[config.mk]
export PLATFORM = sky130hd
export DESIGN_NAME = pair_triple_bist
export DESIGN_NICKNAME = d
export VERILOG_FILES = /design/src/rtl/pair_triple_bist_pkg.sv /design/src/rtl/bist_sat_counter.sv /design/src/rtl/pair_triple_bist.sv
export SDC_FILE = /design/constraint.sdc
export NUM_CORES = 1
export LEC_CHECK = 0
export BUFFER_PORTS_ARGS = -buffer_cell sky130_fd_sc_hd__buf_2
export CAP_MARGIN = 15
export CORE_MARGIN = 2
export CORE_UTILIZATION = 35
export CTS_CLUSTER_SIZE = 14
export DETAILED_ROUTE_END_ITERATION = 12
export GPL_TIMING_DRIVEN = 0
export PLACE_DENSITY_LB_ADDON = 0.2
export SLEW_MARGIN = 20
export SYNTH_ARGS = -nofsm -noshare
export SYNTH_HDL_FRONTEND = slang
export SYNTH_SLANG_ARGS = --single-unit
[constraint.sdc]
create_clock -name clk -period 3.1 [get_ports clk]
set_input_delay 0.62 -clock clk [delete_from_list [all_inputs] [get_ports clk]]
set_output_delay 0.62 -clock clk [all_outputs]
set_load 0.02 [all_outputs]
[src/rtl/pair_triple_bist_pkg.sv]
// Shared types, constants and the majority reference for the pair/triple BIST.
package pair_triple_bist_pkg;

  typedef enum logic [1:0] {
    IDLE   = 2'd0,
    DRIVE  = 2'd1,
    SAMPLE = 2'd2,
    DONE   = 2'd3
  } state_t;

  localparam int PATTERNS = 8;
  localparam int ERR_W    = 8;

  // Golden answer: true when at least two of the three inputs are set.
  function automatic logic majority3(input logic [2:0] p);
    return (p[2] & p[1]) | (p[2] & p[0]) | (p[1] & p[0]);
  endfunction

endpackage

[src/rtl/bist_sat_counter.sv]
// Saturating up-counter with synchronous clear; clear wins over increment.
module bist_sat_counter #(
  parameter int W = 8
) (
  input  logic         clk,
  input  logic         rst_n,
  input  logic         clr,
  input  logic         inc,
  output logic [W-1:0] count,
  output logic [W-1:0] count_next
);

  logic [W-1:0] count_q;
  logic [W-1:0] count_d;

  always_comb begin
    count_d = count_q;
    if (clr) begin
      count_d = '0;
    end else if (inc && (count_q != {W{1'b1}})) begin
      count_d = count_q + 1'b1;
    end
  end

  always_ff @(posedge clk or negedge rst_n) begin
    if (!rst_n) begin
      count_q <= '0;
    end else begin
      count_q <= count_d;
    end
  end

  assign count      = count_q;
  assign count_next = count_d;

endmodule

[src/rtl/pair_triple_bist.sv]
// Sweeps all 3-bit patterns into a majority detector PASSES times, holding each
// for SETTLE cycles, and tallies mismatches against the majority reference.
module pair_triple_bist
  import pair_triple_bist_pkg::*;
#(
  parameter int PASSES = 1,
  parameter int SETTLE = 1
) (
  input  logic             clk,
  input  logic             reset,
  input  logic             start,
  output logic             busy,
  output logic             done,
  output logic             pass,
  output logic [ERR_W-1:0] err_count,
  output logic             first_err_valid,
  output logic [2:0]       first_err_pattern,
  output logic             dut_in0,
  output logic             dut_in1,
  output logic             dut_in2,
  input  logic             dut_out,
  output logic [1:0]       dbg_state
);

  localparam int              SW          = (SETTLE > 1) ? $clog2(SETTLE) : 1;
  localparam logic [SW-1:0]   SETTLE_INIT = SW'(SETTLE - 1);
  localparam logic [7:0]      LAST_PASS   = 8'(PASSES - 1);
  localparam logic [2:0]      LAST_PAT    = 3'(PATTERNS - 1);

  // start is a level sampled on the rising edge; it is only acted on in IDLE or
  // DONE. busy covers DRIVE+SAMPLE, done holds until the next accepted start.
  state_t        state_q, state_d;
  logic [2:0]    pattern_q, pattern_d;
  logic [7:0]    pass_cnt_q, pass_cnt_d;
  logic [SW-1:0] settle_q, settle_d;
  logic          busy_q, busy_d;
  logic          done_q, done_d;
  logic          pass_q, pass_d;
  logic          fev_q, fev_d;
  logic [2:0]    fep_q, fep_d;
  logic          cnt_clr, cnt_inc;
  logic [ERR_W-1:0] err_cnt, err_cnt_next;
  logic          mismatch;

  assign mismatch = (dut_out != majority3(pattern_q));

  always_comb begin
    state_d    = state_q;
    pattern_d  = pattern_q;
    pass_cnt_d = pass_cnt_q;
    settle_d   = settle_q;
    fev_d      = fev_q;
    fep_d      = fep_q;
    cnt_clr    = 1'b0;
    cnt_inc    = 1'b0;
    case (state_q)
      IDLE, DONE: begin
        if (start) begin
          state_d    = DRIVE;
          pattern_d  = '0;
          pass_cnt_d = '0;
          settle_d   = SETTLE_INIT;
          fev_d      = 1'b0;
          fep_d      = '0;
          cnt_clr    = 1'b1;
        end
      end
      DRIVE: begin
        if (settle_q == '0) begin
          state_d = SAMPLE;
        end else begin
          settle_d = settle_q - 1'b1;
        end
      end
      SAMPLE: begin
        if (mismatch) begin
          cnt_inc = 1'b1;
          if (!fev_q) begin
            fev_d = 1'b1;
            fep_d = pattern_q;
          end
        end
        settle_d = SETTLE_INIT;
        if (pattern_q != LAST_PAT) begin
          pattern_d = pattern_q + 3'd1;
          state_d   = DRIVE;
        end else begin
          pattern_d = '0;
          if (pass_cnt_q != LAST_PASS) begin
            pass_cnt_d = pass_cnt_q + 8'd1;
            state_d    = DRIVE;
          end else begin
            state_d = DONE;
          end
        end
      end
      default: state_d = IDLE;
    endcase
    busy_d = (state_d == DRIVE) || (state_d == SAMPLE);
    done_d = (state_d == DONE);
    // Uses the counter's next value so the final sample is reflected in pass.
    pass_d = (state_d == DONE) && (err_cnt_next == '0);
  end

  always_ff @(posedge clk or negedge reset) begin
    if (!reset) begin
      state_q    <= IDLE;
      pattern_q  <= '0;
      pass_cnt_q <= '0;
      settle_q   <= '0;
      busy_q     <= 1'b0;
      done_q     <= 1'b0;
      pass_q     <= 1'b0;
      fev_q      <= 1'b0;
      fep_q      <= '0;
    end else begin
      state_q    <= state_d;
      pattern_q  <= pattern_d;
      pass_cnt_q <= pass_cnt_d;
      settle_q   <= settle_d;
      busy_q     <= busy_d;
      done_q     <= done_d;
      pass_q     <= pass_d;
      fev_q      <= fev_d;
      fep_q      <= fep_d;
    end
  end

  bist_sat_counter #(.W(ERR_W)) u_err_cnt (
    .clk        (clk),
    .rst_n      (reset),
    .clr        (cnt_clr),
    .inc        (cnt_inc),
    .count      (err_cnt),
    .count_next (err_cnt_next)
  );

  assign busy              = busy_q;
  assign done              = done_q;
  assign pass              = pass_q;
  assign err_count         = err_cnt;
  assign first_err_valid   = fev_q;
  assign first_err_pattern = fep_q;
  assign dut_in0           = pattern_q[2];
  assign dut_in1           = pattern_q[1];
  assign dut_in2           = pattern_q[0];
  assign dbg_state         = state_q;

endmodule

# ---- After elaboration in Yosys (flattened, before gate mapping)
# Index checks and enable logic that the tools add are counted.
dict set report classes {
  mux 26
  eq_ne 14
  n_bitwise 5
  multipliers 0
  add_sub_neg 4
  reduce_logical 12
  magnitude_cmp 0
  shifts 0
  n_div 0
}
# cell n
set op_table {}
lappend op_table {{two-way mux 8 bit} 5}
lappend op_table {{adder 8 x 1 -> 8 bit, second input constant} 2}
lappend op_table {{one-hot mux 8 bit (2 select lines)} 1}
lappend op_table {{two-way mux 3 bit} 4}
lappend op_table {{one-hot mux 3 bit (2 select lines)} 2}
lappend op_table {{inequality test 2 bit, second input constant} 5}
lappend op_table {{equality test 2 bit, second input constant} 4}
lappend op_table {{logical NOT 8 bit} 1}
lappend op_table {{two-way mux 2 bit} 4}
lappend op_table {{inequality test 8 bit, second input constant} 1}
lappend op_table {{AND reduction 4 bit} 2}
lappend op_table {{nonzero test 8 bit} 1}
lappend op_table {{two-way mux 1 bit} 7}
lappend op_table {{one-hot mux 2 bit (3 select lines)} 1}
lappend op_table {{equality test 2 x 1 -> 1 bit, second input constant} 2}
lappend op_table {{adder 3 x 1 -> 3 bit, second input constant} 1}
lappend op_table {{bitwise AND 1 bit} 3}
lappend op_table {{inequality test 3 bit, second input constant} 1}
lappend op_table {{one-hot mux 1 bit (3 select lines)} 1}
lappend op_table {{AND reduction 3 bit} 1}
lappend op_table {{logical AND 1 bit} 2}
lappend op_table {{logical NOT 2 bit} 1}
lappend op_table {{bitwise OR 1 bit} 2}
lappend op_table {{one-hot mux 1 bit (2 select lines)} 1}
lappend op_table {{other kinds (6)} 6}
dict set report totals {
  romBits 0
  wordCells 71
  memories 0
  output_inout_bits 20
  regBits 29
  ramBits 0
  latchBits 0
}

# ---- Depth between registers and ports, before layout
dict set report depth {
  word_depth 11
  ltp_mapped 9
}

# ---- By module
# A second synthesis with hierarchy kept.
dict set report unflattened {
  hier_cells 165
  hier_area_um2 1639.1
}
# mod n_inst seq_area_each_um2 cells_each area_each_um2
set modules_own_cells {}
lappend modules_own_cells {pair_triple_bist 1 500.5 120 1139.8}
lappend modules_own_cells {bist_sat_counter 1 200.2 45 499.2}

# ---- Least setup slack after synthesis
# OpenSTA, ideal clock, no wires.
dict set report synth_path {
  kind {reg-to-reg}
  startpoint {reg pattern_q[1]}
  endpoint {reg pass_q, in the netlist pass}
  period_less_slack_ns 2.436
  setup_time_ns 0.133
  path_stages_with_launch 7
  t_arrival_ns 2.303
  slack_ns 0.664
  path_buffers 0
  cell_sequence {dfrtp_1 ha_1 or3_4 a221o_1 or4_4 a31oi_1 a2111oi_2}
}
dict set report synth_between {
  elab_chain_len 11
  elab_cells_between_ends 16
  classes_between {eq/ne (3); mux (6); bitwise (4); reduce/logical (3)}
}
# element line
set synth_lines {}
lappend synth_lines {{from (decl)} pair_triple_bist.sv:33} ;# logic [2:0] pattern_q, pattern_d;
lappend synth_lines {{from (signal assigned)} pair_triple_bist.sv:118} ;# pattern_q <= pattern_d;
lappend synth_lines {{bitwise AND 1 bit} pair_triple_bist_pkg.sv:16} ;# return (p[2] & p[1]) | (p[2] & p[0]) | (p[1] & p[0]);
lappend synth_lines {{bitwise OR 1 bit (2 in a row)} pair_triple_bist_pkg.sv:16}
lappend synth_lines {{inequality test 1 bit} pair_triple_bist.sv:45} ;# assign mismatch = (dut_out != majority3(pattern_q));
lappend synth_lines {{two-way mux 1 bit} pair_triple_bist.sv:76} ;# if (mismatch) begin
lappend synth_lines {{two-way mux 1 bit} pair_triple_bist.sv:56} ;# case (state_q)
lappend synth_lines {{logical AND 1 bit} bist_sat_counter.sv:20} ;# end else if (inc && (count_q != {W{1'b1}})) begin
lappend synth_lines {{two-way mux 8 bit} bist_sat_counter.sv:20}
lappend synth_lines {{two-way mux 8 bit} bist_sat_counter.sv:18} ;# if (clr) begin
lappend synth_lines {{logical NOT 8 bit} pair_triple_bist.sv:102} ;# pass_d = (state_d == DONE) && (err_cnt_next == '0);
lappend synth_lines {{logical AND 1 bit *} pair_triple_bist.sv:102}
lappend synth_lines {{net pass_d} pair_triple_bist.sv:38} ;# logic pass_q, pass_d;
lappend synth_lines {{to (signal assigned)} pair_triple_bist.sv:123} ;# pass_q <= pass_d;
lappend synth_lines {{to (decl)} pair_triple_bist.sv:38}
# The timed path passes the listed nets; every way through them passes the cells marked *.
# A chain may end at the register's enable or synchronous reset.

# ---- Worst setup path after layout
dict set report layout_path {
  startpoint {reg pattern_q[0]}
  endpoint {reg pass_q, in the netlist pass}
}
# The elaborated chain is that of the path after synthesis.

==> metrics.md <==
| Metric | Value |
|---|---|
| Status | `finished, final reports clean` |
| Max_slew headroom | `57.3%` |
| Top cell type's share of synthesized area | `44.8%` |
| Ranking of synthesized cells by area | `dfrtp_1 (45%), ha_1 (6.4%), nor2_1 (4.8%)` |
| DIE HEIGHT | `70.8 µm` |
| Routed WL per cell | `15.0 µm` |
| P per Cell Area | `739 nW/µm²` |
| Aggregate routed wire length | `3660 µm` |
| Hold slack final | `0.352 ns` |
| Area leader, netlist | `dfrtp_1` |
| Cts bufs inserted | `3` |
| Largest net degree at the start of global routing | `29` |
| # Post-CTS Setup Buffers | `0` |
| # DRC | `0` |
| CTS tree | `yes` |
| Max FO, Critical Path | `7` |
| Most frequent cells in the layout | `dfrtp_1 (28), buf_2 (23), nor2_1 (20), nand3_1 (10)` |
| Startpoint types | `flip-flop` |
| Initial Util | `36.1%` |
| Die X | `70.8 µm` |
| ANT cells | `0` |
| Cell area after synthesis | `1560 µm²` |
| Fin crit period | `2.52 ns` |
| Pleak | `0.839 nW` |
| H-tree levels | `1` |
| Final-report hold violation count | `0` |
| P&R area growth vs syn | `15.1%` |
| Gr ovfl total | `0` |
| Post-synthesis net count | `176` |
| First-iteration detailed-routing DRC count | `122` |
| Final RePlAce weighted congestion | `0.908` |
| Initial antenna violation count | `0` |
| Die area | `5020 µm²` |
| Setup TNS | `0 ns` |
| Layout cells sized above 1 | `16.2%` |
| Pre-antenna DRT Iters | `5` |
| Clk_skew | `0.00251 ns` |
| Vias in the first global route | `1294` |
| Mapped Cells | `164` |
| Synth Register Bits | `28` |
| Total Nets Final | `204` |
| Post-CTS resize count | `0` |
| Rows | `24` |
| # port buffers | `23` |
| Slew @ Worst Pin | `0.632 ns` |
| Period utilization | `81.3%` |
| FMAX | `397 MHz` |
| Worst-path clk slew | `0.10 ns` |
| Hold buffer count at cts | `0` |
| Core ar. | `4320 µm²` |
| Max VDD drop | `247 µV` |
| Crit path DAT | `2.67 ns` |
| Mapped Avg Cell Area | `9.53 µm²` |
| Setup crit end kind | `flip-flop` |
| Synth cell types | `40` |
| Vias | `1367` |
| Clock Latency Late Sink | `0.27 ns` |
| Commonest non-fill, non-tap cell in the layout | `dfrtp_1` |
| DPL Wire Length | `2680 µm` |
| First-pass GRT wire length | `6040 µm` |
| WP data required | `3.25 ns` |
| R2R Setup Slk | `0.58 ns` |
| Root Driver | `clkbuf_8` |
| Final setup fails | `0` |
| Routed Antenna Nets | `0` |
| Clock Tree Buf Depth | `2` |
| Number of synthesized flops with an enable pin | `0` |
| Post-synth ARST share | `100%` |
| Sequential fraction of the synthesis area | `44.8%` |
| Fin. max-slew vios | `0` |
| Critical path type | `reg -> reg` |
| R2R cell count | `6` |
| I/O pin count | `24` |
| RSZ-0062 raised after global routing | `no` |
| Max Cap Viol | `0` |
| All-Layer GR Usage | `14.7%` |
| Synth warnings | `0` |
| Clk sinks | `28` |
| Vias/cell | `5.63` |
| Hold crit path type | `in -> async` |
| Primary FF master, synth | `dfrtp_1` |
[cells in the mapped netlist (all sizes together) (2+ instances only)]
cell    instances
nand4           7
nor4b           2
nor2           20
a21oi           7
a32o            3
o21ai           8
nor2b           2
or3             2
dfrtp          28
and3            3
a221oi          2
nor3            5
xnor2           2
nand2b          2
and2            2
mux2i           4
ha              8
nand2           7
a31oi           5
a211oi          2
nand3          10
inv             8
clkbuf          4
xor2            6
[path summary, 6_finish.rpt]
path,from,end
worst max register to register,pattern_q[0]$_DFFE_PN0P_,pass$_DFF_PN0_
max in group asynchronous,reset,u_err_cnt.count[7]$_DFF_PN0_
worst min register to register,first_err_pattern[2]$_DFFE_PN0P_,first_err_pattern[2]$_DFFE_PN0P_
worst min-delay path,reset,first_err_pattern[2]$_DFFE_PN0P_
min in group clk,first_err_pattern[2]$_DFFE_PN0P_,first_err_pattern[2]$_DFFE_PN0P_
worst max-delay path,pattern_q[0]$_DFFE_PN0P_,pass$_DFF_PN0_
[through the flow]
| stage | power [mW] | setup WS, ns | instances | util (%) | area [µm²] |
|---|---|---|---|---|---|
| after floorplan | 0.927 | 0.664 | 164 | - | 1560 |
| after global placement | 1.09 | 0.640 | 239 | 40.3 | 1740 |
| after detailed placement | 1.11 | 0.620 | 239 | 40.3 | 1740 |
| after CTS | 1.34 | 0.585 | 243 | 41.6 | 1800 |
| after global routing | 1.44 | 0.378 | 243 | 41.6 | 1800 |
| final | 1.33 | 0.581 | 243 | 41.6 | 1800 |
[registers in the layout (all words and copies together) (netlist names)]
name               cells
pattern_q              3
u_err_cnt.count        8
dbg_state              2
pass                   1
done                   1
busy                   1
first_err_valid        1
pass_cnt_q             8
first_err_pattern      3
[power breakdown]
| part | internal [mW] | total, mW | leakage (nW) | switching, mW |
|---|---|---|---|---|
| clock | 0.114 | 0.229 | 0.0288 | 0.115 |
| combinational | 0.210 | 0.596 | 0.428 | 0.386 |
| sequential | 0.436 | 0.503 | 0.382 | 0.0676 |
[worst max-delay path: stages, from the launching register on]
cell,delay (ns)
dfrtp_1,0.46
ha_1,0.26
or3_4,0.40
a221o_1,0.45
or4_4,0.55
a31oi_1,0.21
a2111oi_2,0.07
[layer usage]
| metal | share of wire, % | GRT usage [%] |
|---|---|---|
| met5 | 0 | 0 |
| met4 | 0.52 | 4.82 |
| met3 | 4.0 | 2.14 |
| met2 | 49 | 23.8 |
| met1 | 46 | 20.3 |
[final cells by class]
cell class | count | area (µm²)
fill | 450 | 2530
clock buffer | 4 | 55.1
multi-input combinational | 123 | 813
inverter | 8 | 30.0
sequential | 28 | 701
buffer | 5 | 18.8
tap | 52 | 65.1
timing repair buffer | 23 | 115
[kinds of logic after synthesis]
logic type	count (synthesis)	share of synthesized area, %
AND/OR/NAND/NOR	66	22.2
AO/OA/AOI/OAI	37	16.4
flip-flops	28	44.8
buffers and inverters	13	3.12
XOR/XNOR	8	4.48
adder cells (fa/ha/maj)	8	6.41
multiplexers	4	2.56
Note: power is estimated with default switching activity, not from simulation.
